--- config.mk ---
export PLATFORM = sky130hd
export DESIGN_NAME = pingpong_buf_ctrl
export DESIGN_NICKNAME = d
export VERILOG_FILES = /design/src/rtl/pingpong_buf_ctrl.sv
export SDC_FILE = /design/constraint.sdc
export NUM_CORES = 1
export LEC_CHECK = 0
export BUFFER_PORTS_ARGS = -buffer_cell sky130_fd_sc_hd__buf_2
export CAP_MARGIN = 20
export CORE_ASPECT_RATIO = 1.75
export CORE_MARGIN = 1.5
export CORE_UTILIZATION = 35
export DETAILED_ROUTE_END_ITERATION = 6
export MAX_ROUTING_LAYER = met4
export PLACE_DENSITY = 0.61
export RECOVER_POWER = 50
export SLEW_MARGIN = 30
export SYNTH_ARGS = -nofsm -noshare
export SYNTH_HDL_FRONTEND = slang
export SYNTH_SLANG_ARGS = --single-unit
--- constraint.sdc ---
create_clock -name CLK_PP -period 3.5 [get_ports CLK_PP]
set_input_delay 0.7 -clock CLK_PP [delete_from_list [all_inputs] [get_ports CLK_PP]]
set_output_delay 0.7 -clock CLK_PP [all_outputs]
set_load 0.005 [all_outputs]
--- src/rtl/pingpong_buf_ctrl.sv ---
// Ping-pong symbol buffer controller: steers mapper writes into bank A/B and drains closed banks.
// Optional overflow drop counter (Ovf_cnt) is built when PP_OVF_CNT_EN is defined.
module pingpong_buf_ctrl #(
  parameter int ADDR_WIDTH = 11,
  parameter int MAX_LEN    = 1200,
  parameter int CNT_WIDTH  = 8
) (
  input  logic                  CLK_PP,
  input  logic                  RST_PP,
  input  logic                  Wr_valid,
  input  logic [ADDR_WIDTH-1:0] Wr_addr_in,
  input  logic                  Mod_done,
  input  logic [ADDR_WIDTH-1:0] Last_addr,
  input  logic                  Rd_ready,
  input  logic                  Clr_ovf,
  output logic                  Wr_en_A,
  output logic                  Wr_en_B,
  output logic [ADDR_WIDTH-1:0] Wr_addr_out,
  output logic [ADDR_WIDTH-1:0] Rd_addr,
  output logic                  Rd_bank,
  output logic                  Rd_valid,
  output logic                  Rd_last,
  output logic [ADDR_WIDTH-1:0] Blk_len,
  output logic                  Overflow,
  output logic                  Busy
`ifdef PP_OVF_CNT_EN
  ,
  output logic [CNT_WIDTH-1:0]  Ovf_cnt
`endif
);

  localparam logic [1:0] ST_EMPTY = 2'd0;
  localparam logic [1:0] ST_FILL  = 2'd1;
  localparam logic [1:0] ST_FULL  = 2'd2;
  localparam logic [1:0] ST_DRAIN = 2'd3;
  localparam logic [ADDR_WIDTH-1:0] MAX_LEN_V = ADDR_WIDTH'(MAX_LEN);

  logic [1:0][1:0]            state_reg, state_next;
  logic [1:0][ADDR_WIDTH-1:0] len_reg, len_next;
  logic                       wb_reg, wb_next;
  logic                       rb_reg, rb_next;
  logic [1:0]                 wr_en_reg, wr_en_next;
  logic [ADDR_WIDTH-1:0]      wr_addr_reg, wr_addr_next;
  logic                       rd_valid_reg, rd_valid_next;
  logic [ADDR_WIDTH-1:0]      rd_addr_reg, rd_addr_next;
  logic                       rd_bank_reg, rd_bank_next;
  logic [ADDR_WIDTH-1:0]      blk_len_reg, blk_len_next;
  logic                       overflow_reg, overflow_next;
  logic                       busy_reg, busy_next;

  logic                       wb_open;
  logic                       wr_drop;
  logic                       rd_last;
  logic                       rb_other;
  logic [ADDR_WIDTH-1:0]      close_len;

`ifdef PP_OVF_CNT_EN
  logic [CNT_WIDTH-1:0]       ovf_cnt_reg, ovf_cnt_next;
`else
  logic                       unused_cnt_width;
  assign unused_cnt_width = ^CNT_WIDTH;
`endif

  assign wb_open   = (state_reg[wb_reg] == ST_EMPTY) || (state_reg[wb_reg] == ST_FILL);
  assign wr_drop   = Wr_valid && !wb_open;
  assign rb_other  = ~rb_reg;
  assign close_len = (Last_addr > MAX_LEN_V) ? MAX_LEN_V : Last_addr;
  assign rd_last   = rd_valid_reg && (rd_addr_reg == blk_len_reg - ADDR_WIDTH'(1));

  always_ff @(posedge CLK_PP) begin
    if (RST_PP) begin
      state_reg    <= '0;
      len_reg      <= '0;
      wb_reg       <= 1'b0;
      rb_reg       <= 1'b0;
      wr_en_reg    <= '0;
      wr_addr_reg  <= '0;
      rd_valid_reg <= 1'b0;
      rd_addr_reg  <= '0;
      rd_bank_reg  <= 1'b0;
      blk_len_reg  <= '0;
      overflow_reg <= 1'b0;
      busy_reg     <= 1'b0;
`ifdef PP_OVF_CNT_EN
      ovf_cnt_reg  <= '0;
`endif
    end else begin
      state_reg    <= state_next;
      len_reg      <= len_next;
      wb_reg       <= wb_next;
      rb_reg       <= rb_next;
      wr_en_reg    <= wr_en_next;
      wr_addr_reg  <= wr_addr_next;
      rd_valid_reg <= rd_valid_next;
      rd_addr_reg  <= rd_addr_next;
      rd_bank_reg  <= rd_bank_next;
      blk_len_reg  <= blk_len_next;
      overflow_reg <= overflow_next;
      busy_reg     <= busy_next;
`ifdef PP_OVF_CNT_EN
      ovf_cnt_reg  <= ovf_cnt_next;
`endif
    end
  end

  // Write side only touches EMPTY/FILL banks, read side only FULL/DRAIN, so they never collide.
  always_comb begin
    state_next    = state_reg;
    len_next      = len_reg;
    wb_next       = wb_reg;
    rb_next       = rb_reg;
    wr_en_next    = '0;
    wr_addr_next  = Wr_addr_in;
    rd_valid_next = rd_valid_reg;
    rd_addr_next  = rd_addr_reg;
    rd_bank_next  = rd_bank_reg;
    blk_len_next  = blk_len_reg;
    overflow_next = overflow_reg;

    if (Wr_valid && wb_open) begin
      wr_en_next[wb_reg] = 1'b1;
      state_next[wb_reg] = ST_FILL;
    end

    // Close decision uses the pre-write state, so a same-cycle write lands in the closing bank.
    if (Mod_done && (state_reg[wb_reg] == ST_FILL)) begin
      if (close_len != '0) begin
        state_next[wb_reg] = ST_FULL;
        len_next[wb_reg]   = close_len;
        wb_next            = ~wb_reg;
      end else begin
        state_next[wb_reg] = ST_EMPTY;
      end
    end

    if (!rd_valid_reg) begin
      if (state_reg[rb_reg] == ST_FULL) begin
        state_next[rb_reg] = ST_DRAIN;
        rd_valid_next      = 1'b1;
        rd_addr_next       = '0;
        rd_bank_next       = rb_reg;
        blk_len_next       = len_reg[rb_reg];
      end
    end else if (Rd_ready) begin
      if (rd_last) begin
        state_next[rb_reg] = ST_EMPTY;
        rb_next            = rb_other;
        if (state_reg[rb_other] == ST_FULL) begin
          state_next[rb_other] = ST_DRAIN;
          rd_addr_next         = '0;
          rd_bank_next         = rb_other;
          blk_len_next         = len_reg[rb_other];
        end else begin
          rd_valid_next = 1'b0;
        end
      end else begin
        rd_addr_next = rd_addr_reg + ADDR_WIDTH'(1);
      end
    end

    if (Clr_ovf) begin
      overflow_next = 1'b0;
    end else if (wr_drop) begin
      overflow_next = 1'b1;
    end

    busy_next = (state_next[0] != ST_EMPTY) || (state_next[1] != ST_EMPTY);
  end

`ifdef PP_OVF_CNT_EN
  always_comb begin
    ovf_cnt_next = ovf_cnt_reg;
    if (Clr_ovf) begin
      ovf_cnt_next = '0;
    end else if (wr_drop && (ovf_cnt_reg != '1)) begin
      ovf_cnt_next = ovf_cnt_reg + CNT_WIDTH'(1);
    end
  end
`endif

  always_comb begin
    Wr_en_A     = wr_en_reg[0];
    Wr_en_B     = wr_en_reg[1];
    Wr_addr_out = wr_addr_reg;
    Rd_addr     = rd_addr_reg;
    Rd_bank     = rd_bank_reg;
    Rd_valid    = rd_valid_reg;
    Rd_last     = rd_last;
    Blk_len     = blk_len_reg;
    Overflow    = overflow_reg;
    Busy        = busy_reg;
`ifdef PP_OVF_CNT_EN
    Ovf_cnt     = ovf_cnt_reg;
`endif
  end

endmodule

== After elaboration in Yosys (flattened, before gate mapping) ==
Cells that the tools add are included.
Widths: inputs -> output; s select.
Storage, ports and cells
  word-level logic and storage cells: 117
  output and inout port bits: 40
  register bits after elaboration: 67
  input bits: 28
Operators by class
  bitwise logic cells: 15
  eq/ne operators: 8
  add/subtract/negate cells: 2
  muxes and demuxes: 50
  order comparisons: 7
  reductions and logical operators: 21
Operators with widths (number)
  $mux 11: 16
  $mux 4: 8
  $bwmux 22: 1
  $mux 2: 9
  $add 11x1->11 const B: 1
  $demux 11 s1: 1
  $eq 11x11->1: 1
  $gt 11x11->1 const B: 1
  $mux 1: 11
  $reduce_bool 11->1: 1
  $sub 11x1->11 const B: 1
  $and 4x4->4: 2
  $not 4->4: 2
  $or 4x4->4: 2
  $logic_and 1x1->1: 7
  $demux 2 s1: 3
  $lt 1x2->1 const B: 3
  $reduce_and 3->1: 2
  $reduce_bool 2->1: 3
  $and 2x2->2: 2
  $eq 2x2->1 const B: 2
  $ne 2x2->1 const B: 2
  $not 2->2: 2
  $or 2x2->2: 2
  12 further kinds: 18

== Logic depth before layout (Yosys ltp) ==
Gate-level depths: netlist of run 1.
  depth after elaboration: 18
  depth in mapped cells: 12

== Worst setup path before layout of run 1 ==
No wires, ideal clock.
  kind: flip-flop to flip-flop
  start point: register blk_len_reg[0], in the netlist Blk_len[0]
  end point: register busy_reg, in the netlist Busy
  setup slack: 673 ps
  data arrival time: 2713 ps
  required time: 3386 ps
  library setup time: 114 ps
  cell stages (with the launch flop): 12
  cells stage by stage: dfxtp_1 inv_1 ha_1 inv_1 a211oi_1 or4b_2 o211ai_2 and4_1 buf_6 mux2i_1 or4_1 a21o_1
Between the ends
  word-level cells in the longest chain between the ends: 8
Ends and longest elaborated chain
  start, declared: line 47  | logic [ADDR_WIDTH-1:0] blk_len_reg, blk_len_next;
  start signal, assigned: line 97  | blk_len_reg <= blk_len_next;
  $sub 11x1->11 (*): line 68  | assign rd_last = rd_valid_reg && (rd_addr_reg == blk_len_reg - ADDR_WIDTH'(1));
  $eq 11x11->1 (*): line 68
  $logic_and 1x1->1 (*): line 68
  $mux 4 (*): line 145  | if (rd_last) begin
  $mux 4 (*): line 144  | end else if (Rd_ready) begin
  $mux 4 (*): line 136  | if (!rd_valid_reg) begin
  $reduce_bool 2->1: line 167  | busy_next = (state_next[0] != ST_EMPTY) || (state_next[1] != ST_EMPTY);
  $logic_or 1x1->1 (*): line 167
  end signal, assigned: line 99  | busy_reg <= busy_next;
  end, declared: line 49  | logic busy_reg, busy_next;
Mark *: on every way between the ends. The rest lies on a longest branch, timed or not.
A chain may end at the register's enable or synchronous reset.

== Final worst setup path of run 1 ==
  start point: register blk_len_reg[0], in the netlist Blk_len[0]
  end point: output Rd_last
Between the ends
  word-level cells in the longest chain between the ends: 3
Ends and longest elaborated chain
  $sub 11x1->11: line 68
  $eq 11x11->1: line 68
  $logic_and 1x1->1: line 68
  end, declared: line 22  | output logic Rd_last,
Every way passes these cells.

==> results of run 1 <==
## placed cells by master, fill, tap and decap left out, drive strengths merged, types with 3 or more instances in the layout
| cell type | instances |
|---|---|
| nand2 | 54 |
| buf | 47 |
| o21ai | 8 |
| nor3 | 6 |
| a21o | 3 |
| clkinv | 3 |
| a221oi | 3 |
| and3 | 5 |
| inv | 7 |
| mux2i | 12 |
| a211oi | 12 |
| nor2b | 23 |
| clkbuf | 35 |
| xnor2 | 9 |
| nor2 | 37 |
| or4 | 9 |
| xor2 | 10 |
| a21oi | 31 |
| nand3 | 22 |
| and2 | 3 |
| dfxtp | 67 |
| o31ai | 3 |
| a31oi | 3 |
| or3 | 5 |
| nand2b | 8 |
## routing by layer
layer  GRT usage [%]  vias up  routed length, um
li1                -     1498                  -
met1            19.4     1399               3240
met2            31.2       65               4420
met3            3.55       19                280
met4            10.6        0                294
met5               -        -                  0
## worst register-to-register path: cells and delay by family, from the launching register on
family / cells / cell delay (ps)
muxes: 1 / 120
buffers and inverters: 2 / 250
adders and majority gates: 1 / 280
DFF: 1 / 440
AOI/OAI and AO/OA: 3 / 420
and+or+nand+nor: 3 / 1570
## power groups by stage
stage               clock (mW)  combinational (mW)  sequential [mW]
finish                   0.986               0.238            0.822
global route              1.04               0.267            0.827
CTS                       1.01               0.241            0.822
detailed placement           0               0.241            0.839
global placement             0               0.237            0.838
floorplan                    0               0.167            0.834
## area by class of cell
cell class,instances,share of cell area [%]
sequential,67,34.0
inverter,6,0.572
clock inverter,7,2.57
clock buffer,9,5.72
tap,120,3.81
timing repair buffer,73,8.80
multi-input combinational,295,44.5
## final timing paths
check / startpoint / endpoint / slack [ps] / cells after the start
max: Blk_len[0]$_SDFFE_PP0P_ / Rd_last / 230 / 8
min: len_reg[12]$_SDFFE_PP0P_ / len_reg[12]$_SDFFE_PP0P_ / 450 / 2
max reg2reg: Blk_len[0]$_SDFFE_PP0P_ / Busy$_SDFF_PP0_ / 310 / 10
min reg2reg: len_reg[12]$_SDFFE_PP0P_ / len_reg[12]$_SDFFE_PP0P_ / 450 / 2
## cell usage after synthesis (7+ instances only)
cell type | number | share of area [%]
nor2b_1 | 23 | 4.5
clkbuf_1 | 13 | 1.5
nor2_1 | 37 | 4.3
a21oi_1 | 30 | 4.7
a211oi_1 | 12 | 2.8
dfxtp_1 | 67 | 42
nand2_1 | 53 | 6.2
o21ai_0 | 7 | 1.1
or4_1 | 8 | 1.9
mux2i_1 | 12 | 3.7
nand2b_1 | 8 | 1.6
nand3_1 | 22 | 3.4
xor2_1 | 10 | 2.7
xnor2_1 | 9 | 2.4
## logic make-up after synthesis
group / share of synthesized area [%]
DFF: 41.6
adders and majority gates: 0.776
xor gates and xnor gates: 5.16
AOI/OAI and AO/OA: 16.0
buffers and inverters: 4.00
muxes: 4.08
and+or+nand+nor: 28.4
## through the flow
step	utilization, %	power [mW]	cell area [um^2]	hold WS [ps]
after floorplan	-	1.00	3220	432
after global placement	40.6	1.07	3650	443
after global routing	43.9	2.13	3940	466
after detailed placement	40.6	1.08	3650	446
after CTS	44.3	2.07	3970	453
final	43.9	2.05	3940	451
==> metrics.yaml, run 1 <==
run:
  cap_violations: 0
timing:
  fin_crit_sh_pct: 93.3
  skew_ps: 7.52
  layout_setup_ws_ps: 235
  hold_viol: 0
  final_max_slew_viol_count: 0
  relSlewSlack_pct: 27.3
  grt_setup_unrepaired: "false"
  min_period_ps: 3270
  worstMarginPinSlew_ps: 1090
  max_freq_mhz: 306
  setup_viol: 0
  finalSetupTns_ps: 0
layout:
  multiInputGateArea_um2: 1750
  largest_reg_flops: 22
  syn_to_final_growth_pct: 22.2
  nFillCells: 954
  nets: 482
  drive_above_1_share_pct: 15.8
  antenna_cells: 0
  regArea_um2: 1340
  instances_no_fill: 577
critical_path:
  crit_type: "flip-flop to output pin"
  slowest_delay_ps: 640
  cp.arrival_ps: 2570
  cp-end-kind: "output pin"
  path_common_cell: "inv_1"
  startpoint_type: "flip-flop"
  cp_cell_sequence: "inv_1 -> ha_1 -> inv_1 -> a211oi_1 -> or4b_2 -> o211ai_2 -> and3_2 -> buf_2"
  crit_fanout: 8
  cp_top_family: "simple AND/OR/NAND/NOR gates"
  cpMaxStageDelayCell: "or4b_2"
  required_ps: 2800
  worst-path-buf-inv: 3
logic_synthesis:
  synth.cell_area_um2: 3220
  syn-instance-count: 389
  async_reset_ff_share_pct: 0
  ys_seq_area_share_pct: 41.6
  ys_warn_count: 0
  synth.avg_cell_area_um2: 8.29
  syn_nets: 419
  synthFlopType: "dfxtp_1"
  synth_edf_count: 0
  synth.distinct_cells: 55
  synth-seq-cells: 67
drt:
  wire_per_inst_um: 14.3
  dr.pass1.iters: 4
  via_per_inst: 5.17
  ant_nets: 0
  drt-total-wl_um: 8230
  vias: 2981
  drc_errors: 0
  drt_iter0_drc: 177
global_route:
  grt_pass1_wl_um: 13200
  grt_max_degree: 32
  grt_pass1_vias: 2700
  grt_usage_pct: 18.4
  antenna_found_initial: 0
  grt_overflow: 0
die:
  die_area_um2: 9820
  ios: 68
  placementRows: 46
  fp.dieW_um: 75.5
  die-height_um: 130
  start_util_pct: 35.9
  core_area_um2: 8980
cts:
  htree_levels: 3
  cts_root_buf: "clkbuf_16"
  clk_path_buf_depth: 2
  clk_pin_slew_worst_paths_ps: 60
  cts_buffers: 9
  cts_tree: "done"
  clk_latency_ps: 340
  post_cts_buffers: 0
  postCtsHoldBufs: 0
  cts_sinks: 67
  cts_resized: 0
placed_design:
  dp_slack_ps: 360
  dp_cells: 561
  io_buffers: 67
  detailed_place_hpwl_um: 6170
  gp_congestion: 0.892
power_and_ir_drop:
  leakagePower_nw: 1.62
  pwr-share-seq_pct: 40.2
  sw_frac_of_total_pct: 25.6
  intPower_mw: 1.52
  p_switching_uw: 524
  clkPwrFrac_pct: 48.2
  power_density_nw_per_um2: 519
  peakVddDrop_mv: 0.250
  p_comb_share_pct: 11.6
worst_hold_path:
  hp-class: "flip-flop to flip-flop"
outcome:
  status: "complete, no violations"
No activity file was read; power rests on OpenSTA's default activity.
==> run 2: changes to the inputs <==
--- a/config.mk
+++ b/config.mk
@@ -12,7 +12,7 @@
 export CORE_UTILIZATION = 35
 export DETAILED_ROUTE_END_ITERATION = 6
 export MAX_ROUTING_LAYER = met4
-export PLACE_DENSITY = 0.61
+export PLACE_DENSITY_LB_ADDON = 0.1
 export RECOVER_POWER = 50
 export SLEW_MARGIN = 30
 export SYNTH_ARGS = -nofsm -noshare
==> metrics.yaml, run 2 (same netlist as run 1, synthesis figures left out) <==
global_route:
  grt_pass1_vias: 2777
  antenna_found_initial: 0
  grt_overflow: 0
  grt_usage_pct: 19.2
  grt_max_degree: 30
  grt_pass1_wl_um: 13700
placed_design:
  io_buffers: 67
  dp_cells: 561
  post_dp_cell_area_um2: 3650
  detailed_place_hpwl_um: 6450
  gp_congestion: 0.903
power_and_ir_drop:
  leakagePower_nw: 1.60
  p_switching_uw: 492
  intPower_mw: 1.45
  clkPwrFrac_pct: 45.3
  pwr-share-seq_pct: 42.2
  power_density_nw_per_um2: 500
  p_comb_share_pct: 12.5
  peakVddDrop_mv: 0.272
  sw_frac_of_total_pct: 25.3
drt:
  dr.pass1.iters: 4
  drt-total-wl_um: 8690
  via_per_inst: 5.18
  drc_errors: 0
  vias: 2979
  ant_nets: 0
  drt_iter0_drc: 116
  wire_per_inst_um: 15.1
die:
  placementRows: 46
  die-height_um: 130
  start_util_pct: 35.9
  die_area_um2: 9820
  core_area_um2: 8980
  ios: 68
  fp.dieW_um: 75.5
timing:
  min_period_ps: 3250
  relSlewSlack_pct: 14.7
  final_max_slew_viol_count: 0
  fin_crit_sh_pct: 92.7
  setup_viol: 0
  worstMarginPinSlew_ps: 1280
  max_freq_mhz: 308
  skew_ps: 6.03
  finalSetupTns_ps: 0
  grt_setup_unrepaired: "false"
  hold_viol: 0
cts:
  clk_latency_ps: 330
  cts_root_buf: "clkbuf_16"
  cts_resized: 0
  htree_levels: 3
  cts_sinks: 67
  clk_path_buf_depth: 2
  clk_pin_slew_worst_paths_ps: 50
  post_cts_buffers: 0
  cts_tree: "done"
  cts_buffers: 9
  postCtsHoldBufs: 0
critical_path:
  cp_cell_sequence: "inv_1 -> ha_1 -> inv_1 -> a211oi_1 -> or4b_2 -> o211ai_2 -> and3_2 -> buf_2"
  r2r_setup_slack_ps: 270
  startpoint_type: "flip-flop"
  r2r_end: "Rd_addr[3]$_SDFFE_PP0P_"
  regToRegStartpoint: "Blk_len[0]$_SDFFE_PP0P_"
  path_common_cell: "inv_1"
  cp-end-kind: "output pin"
  crit_type: "flip-flop to output pin"
  endpoint: "Rd_last"
  critPathLaunch: "Blk_len[0]$_SDFFE_PP0P_"
  slowest_delay_ps: 630
  reg2reg_depth: 10
  required_ps: 2800
  cpMaxStageDelayCell: "or4b_2"
  crit_fanout: 8
  cp.arrival_ps: 2550
run:
  cap_violations: 0
layout:
  largest_reg_flops: 22
  nets: 482
  instances_no_fill: 575
  syn_to_final_growth_pct: 20.7
  antenna_cells: 0
  layout_commonest_cell: "dfxtp_1"
  nFillCells: 981
  drive_above_1_share_pct: 14.5
  design_area_um2: 3890
  layout_common_cells: "67 x dfxtp_1, 53 x nand2_1, 38 x buf_2"
outcome:
  status: "complete, no violations"
worst_hold_path:
  hp-class: "flip-flop to flip-flop"
  holdCritStartpoint: "len_reg[12]$_SDFFE_PP0P_"
-- run 2: changes by cell type in the layout (fill, tap and decap cells not counted) --
cell,delta
buf_4,-1
bufinv_16,-1
buf_2,-2
clkinvlp_4,-1
clkinv_4,-2
clkbuf_1,+4
inv_8,-1
clkinv_2,+1
clkbuf_8,+1
-- run 2: worst max-delay path, delay by kind of cell, from the launching register on --
| kind | cells | cell delay, ps |
|---|---|---|
| and+or+nand+nor | 2 | 880 |
| DFF | 1 | 450 |
| buffers and inverters | 3 | 350 |
| adders and majority gates | 1 | 290 |
| AOI/OAI and AO/OA | 2 | 250 |
-- run 2: how the worst min path moves through the flow --
stage / endpoint / depth (start not counted)
floorplan: len_reg[11]$_SDFFE_PP0P_ / 2
global placement: len_reg[9]$_SDFFE_PP0P_ / 2
detailed placement: len_reg[20]$_SDFFE_PP0P_ / 2
CTS: len_reg[12]$_SDFFE_PP0P_ / 2
global route: len_reg[10]$_SDFFE_PP0P_ / 2
finish: len_reg[12]$_SDFFE_PP0P_ / 2
-- run 2: final cells by class --
cell class / count / area (um^2) / share of cell area (%)
well taps: 120 / 150 / 3.86
inverters: 6 / 22.5 / 0.579
multi-input cells: 295 / 1750 / 45.1
clock buffers: 11 / 243 / 6.24
flip-flops and latches: 67 / 1340 / 34.5
repair buffers: 73 / 340 / 8.75
clock inverters: 3 / 40.0 / 1.03
-- run 2: stage by stage --
step	hold WS [ps]	power [mW]	util, %	worst slack (ps)
2_1_floorplan	432	1.00	-	673
3_3_place_gp	443	1.08	40.6	347
3_5_place_dp	447	1.08	40.6	281
4_1_cts	454	1.97	43.8	241
5_1_grt	475	2.03	43.3	22.6
6_report	454	1.95	43.3	254
-- run 2: power groups by stage --
stage | sequential, mW | combinational [mW] | clock [mW]
6_report | 0.822 | 0.242 | 0.882
5_1_grt | 0.826 | 0.268 | 0.931
4_1_cts | 0.821 | 0.248 | 0.901
3_5_place_dp | 0.837 | 0.247 | 0
3_3_place_gp | 0.838 | 0.245 | 0
2_1_floorplan | 0.834 | 0.167 | 0
-- run 2: per-layer routing --
layer  share of wire, %  global-route usage [%]  vias to the layer above
li1                   -                       -                     1494
met1                 40                    20.4                     1409
met2                 53                    33.1                       63
met3                3.7                    3.94                       13
met4                2.8                    8.93                        0
met5                  0                       -                        -
==> run 3: changes to the inputs <==
--- a/config.mk
+++ b/config.mk
@@ -5,6 +5,7 @@
 export SDC_FILE = /design/constraint.sdc
 export NUM_CORES = 1
 export LEC_CHECK = 0
+export ABC_AREA = 1
 export BUFFER_PORTS_ARGS = -buffer_cell sky130_fd_sc_hd__buf_2
 export CAP_MARGIN = 20
 export CORE_ASPECT_RATIO = 1.75
==> metrics.yaml, run 3 <==
critical_path:
  r2r_end: "Rd_addr[2]$_SDFFE_PP0P_"
  regToRegStartpoint: "Blk_len[0]$_SDFFE_PP0P_"
  cp.arrival_ps: 2180
  reg2reg_depth: 13
  cp-end-kind: "output pin"
  crit_type: "flip-flop to output pin"
  crit_fanout: 7
  required_ps: 2800
  startpoint_type: "flip-flop"
  r2r_setup_slack_ps: 940
timing:
  worstMarginPinSlew_ps: 1220
  skew_ps: 6.16
  relSlewSlack_pct: 18.9
  min_period_ps: 2880
  setup_viol: 0
  grt_setup_unrepaired: "false"
  final_max_slew_viol_count: 0
  layout_setup_ws_ps: 618
  max_freq_mhz: 347
  finalSetupTns_ps: 0
  hold_viol: 0
  fin_crit_sh_pct: 82.4
placed_design:
  io_buffers: 67
  post_dp_cell_area_um2: 3790
  dp_cells: 642
  detailed_place_hpwl_um: 6430
  dp_slack_ps: 792
  gp_congestion: 0.866
power_and_ir_drop:
  power_density_nw_per_um2: 602
  finalPower_mw: 2.44
  leakagePower_nw: 1.86
  peakVddDrop_mv: 0.287
layout:
  layout_commonest_cell: "nand2_1"
  multiInputGateArea_um2: 1670
  antenna_cells: 0
  nFillCells: 1015
  layout_common_cells: "70 x nand2_1, 67 x dfxtp_1, 66 x inv_1"
  drive_above_1_share_pct: 18.3
  largest_reg_flops: 22
  syn_to_final_growth_pct: 19.9
  regArea_um2: 1340
  instances_no_fill: 658
  nets: 561
  design_area_um2: 4050
logic_synthesis:
  syn_nets: 498
  ys_seq_area_share_pct: 39.7
  synth_top_area_share_pct: 39.7
  synth-seq-cells: 67
  synth.distinct_cells: 38
  ys_warn_count: 0
  synth.avg_cell_area_um2: 7.22
  yosys-top-cells-count: "70 x nand2_1, 67 x dfxtp_1, 66 x inv_1"
  synth.cell_area_um2: 3380
  yosysTopAreaCell: "dfxtp_1"
  synth-compound-area-share_pct: 13.9
  ys_top_cells_by_area: "dfxtp_1 40%, nand2_1 7.8%, inv_1 7.3%"
  synth_adder_area_share_pct: 0.740
  synth_mux_area_share_pct: 3.26
  synth.most_common_cell: "nand2_1"
  synthSimpleGateAreaFrac_pct: 29.2
  synth-xor-area-share_pct: 2.33
  syn-instance-count: 468
  async_reset_ff_share_pct: 0
  synthFlopType: "dfxtp_1"
  synth_edf_count: 0
  synth_top_family_by_area: "simple AND/OR/NAND/NOR gates"
global_route:
  grt_overflow: 0
  grt_max_degree: 32
  grt_pass1_wl_um: 14100
  grt_usage_pct: 18.0
  grt_pass1_vias: 2968
  antenna_found_initial: 0
die:
  fp.dieW_um: 77.3
  core_area_um2: 9410
  die-height_um: 133
  placementRows: 47
  die_area_um2: 10300
  ios: 68
  start_util_pct: 35.9
worst_hold_path:
  holdCritStartpoint: "len_reg[9]$_SDFFE_PP0P_"
  min_path_cells: 2
  hold_path_end: "len_reg[9]$_SDFFE_PP0P_"
  hp-class: "flip-flop to flip-flop"
cts:
  post_cts_buffers: 0
  postCtsHoldBufs: 0
  cts_buffers: 9
  cts_sinks: 67
  clk_pin_slew_worst_paths_ps: 50
  clk_path_buf_depth: 2
  cts_tree: "done"
  cts_root_buf: "clkbuf_16"
  htree_levels: 3
  clk_latency_ps: 330
  cts_resized: 0
drt:
  ant_nets: 0
  drc_errors: 0
  via_per_inst: 4.69
  drt_iter0_drc: 149
  vias: 3089
  dr.pass1.iters: 4
  wire_per_inst_um: 12.9
  drt-total-wl_um: 8480
outcome:
  status: "complete, no violations"
run:
  cap_violations: 0
## run 3: layout make-up
| cell class | count | share of cell area, % |
|---|---|---|
| multi-input combinational | 311 | 41.2 |
| sequential | 67 | 33.1 |
| timing repair buffer | 68 | 7.78 |
| inverter | 74 | 6.85 |
| clock buffer | 11 | 5.99 |
| tap | 122 | 3.77 |
| clock inverter | 5 | 1.30 |
## run 3: per-layer routing
layer  up-vias  track usage, %  routed length [um]
li1       1634               -                   -
met4         0            6.06                 122
met2        76            32.7                4560
met3        10            3.52                 325
met1      1369            19.2                3460
met5         -               -                   0
## run 3: cells by family after synthesis
group	Yosys count
buf+inv	90
mux	11
fa+ha+maj	2
flops	67
xor+xnor	9
compound gates	86
simple gates	203
## run 3: stage by stage
step	hold slack, ps	util, %
after detailed placement	462	40.2
after global placement	460	40.2
final	469	43.1
after global routing	504	43.1
after CTS	470	43.4
after floorplan	445	-
## run 3: worst max-delay path, cell delays in order, from the launching register on
cell and delay, ps:
dfxtp_1 370, inv_1 90, ha_1 310, xnor2_1 120, nor2_1 120, o21ai_0 90
nor2_1 130, nand2_2 120, nor2_8 180, nand3_1 100, inv_1 100, buf_2 110
## run 3: power by group
group / switching (mW) / leakage [nW] / internal [mW]
Sequential: 0.0699 / 0.547 / 0.830
Combinational: 0.408 / 1.17 / 0.232
Clock: 0.332 / 0.145 / 0.567
Total: 0.810 / 1.86 / 1.63
## run 3: worst max-delay path by stage
stage / start / endpoint
global route: Blk_len[0]$_SDFFE_PP0P_ / Rd_last
global placement: Last_addr[2] / Busy$_SDFF_PP0_
floorplan: Blk_len[0]$_SDFFE_PP0P_ / Rd_last
finish: Blk_len[0]$_SDFFE_PP0P_ / Rd_last
CTS: Blk_len[0]$_SDFFE_PP0P_ / Rd_last
detailed placement: Last_addr[2] / Busy$_SDFF_PP0_
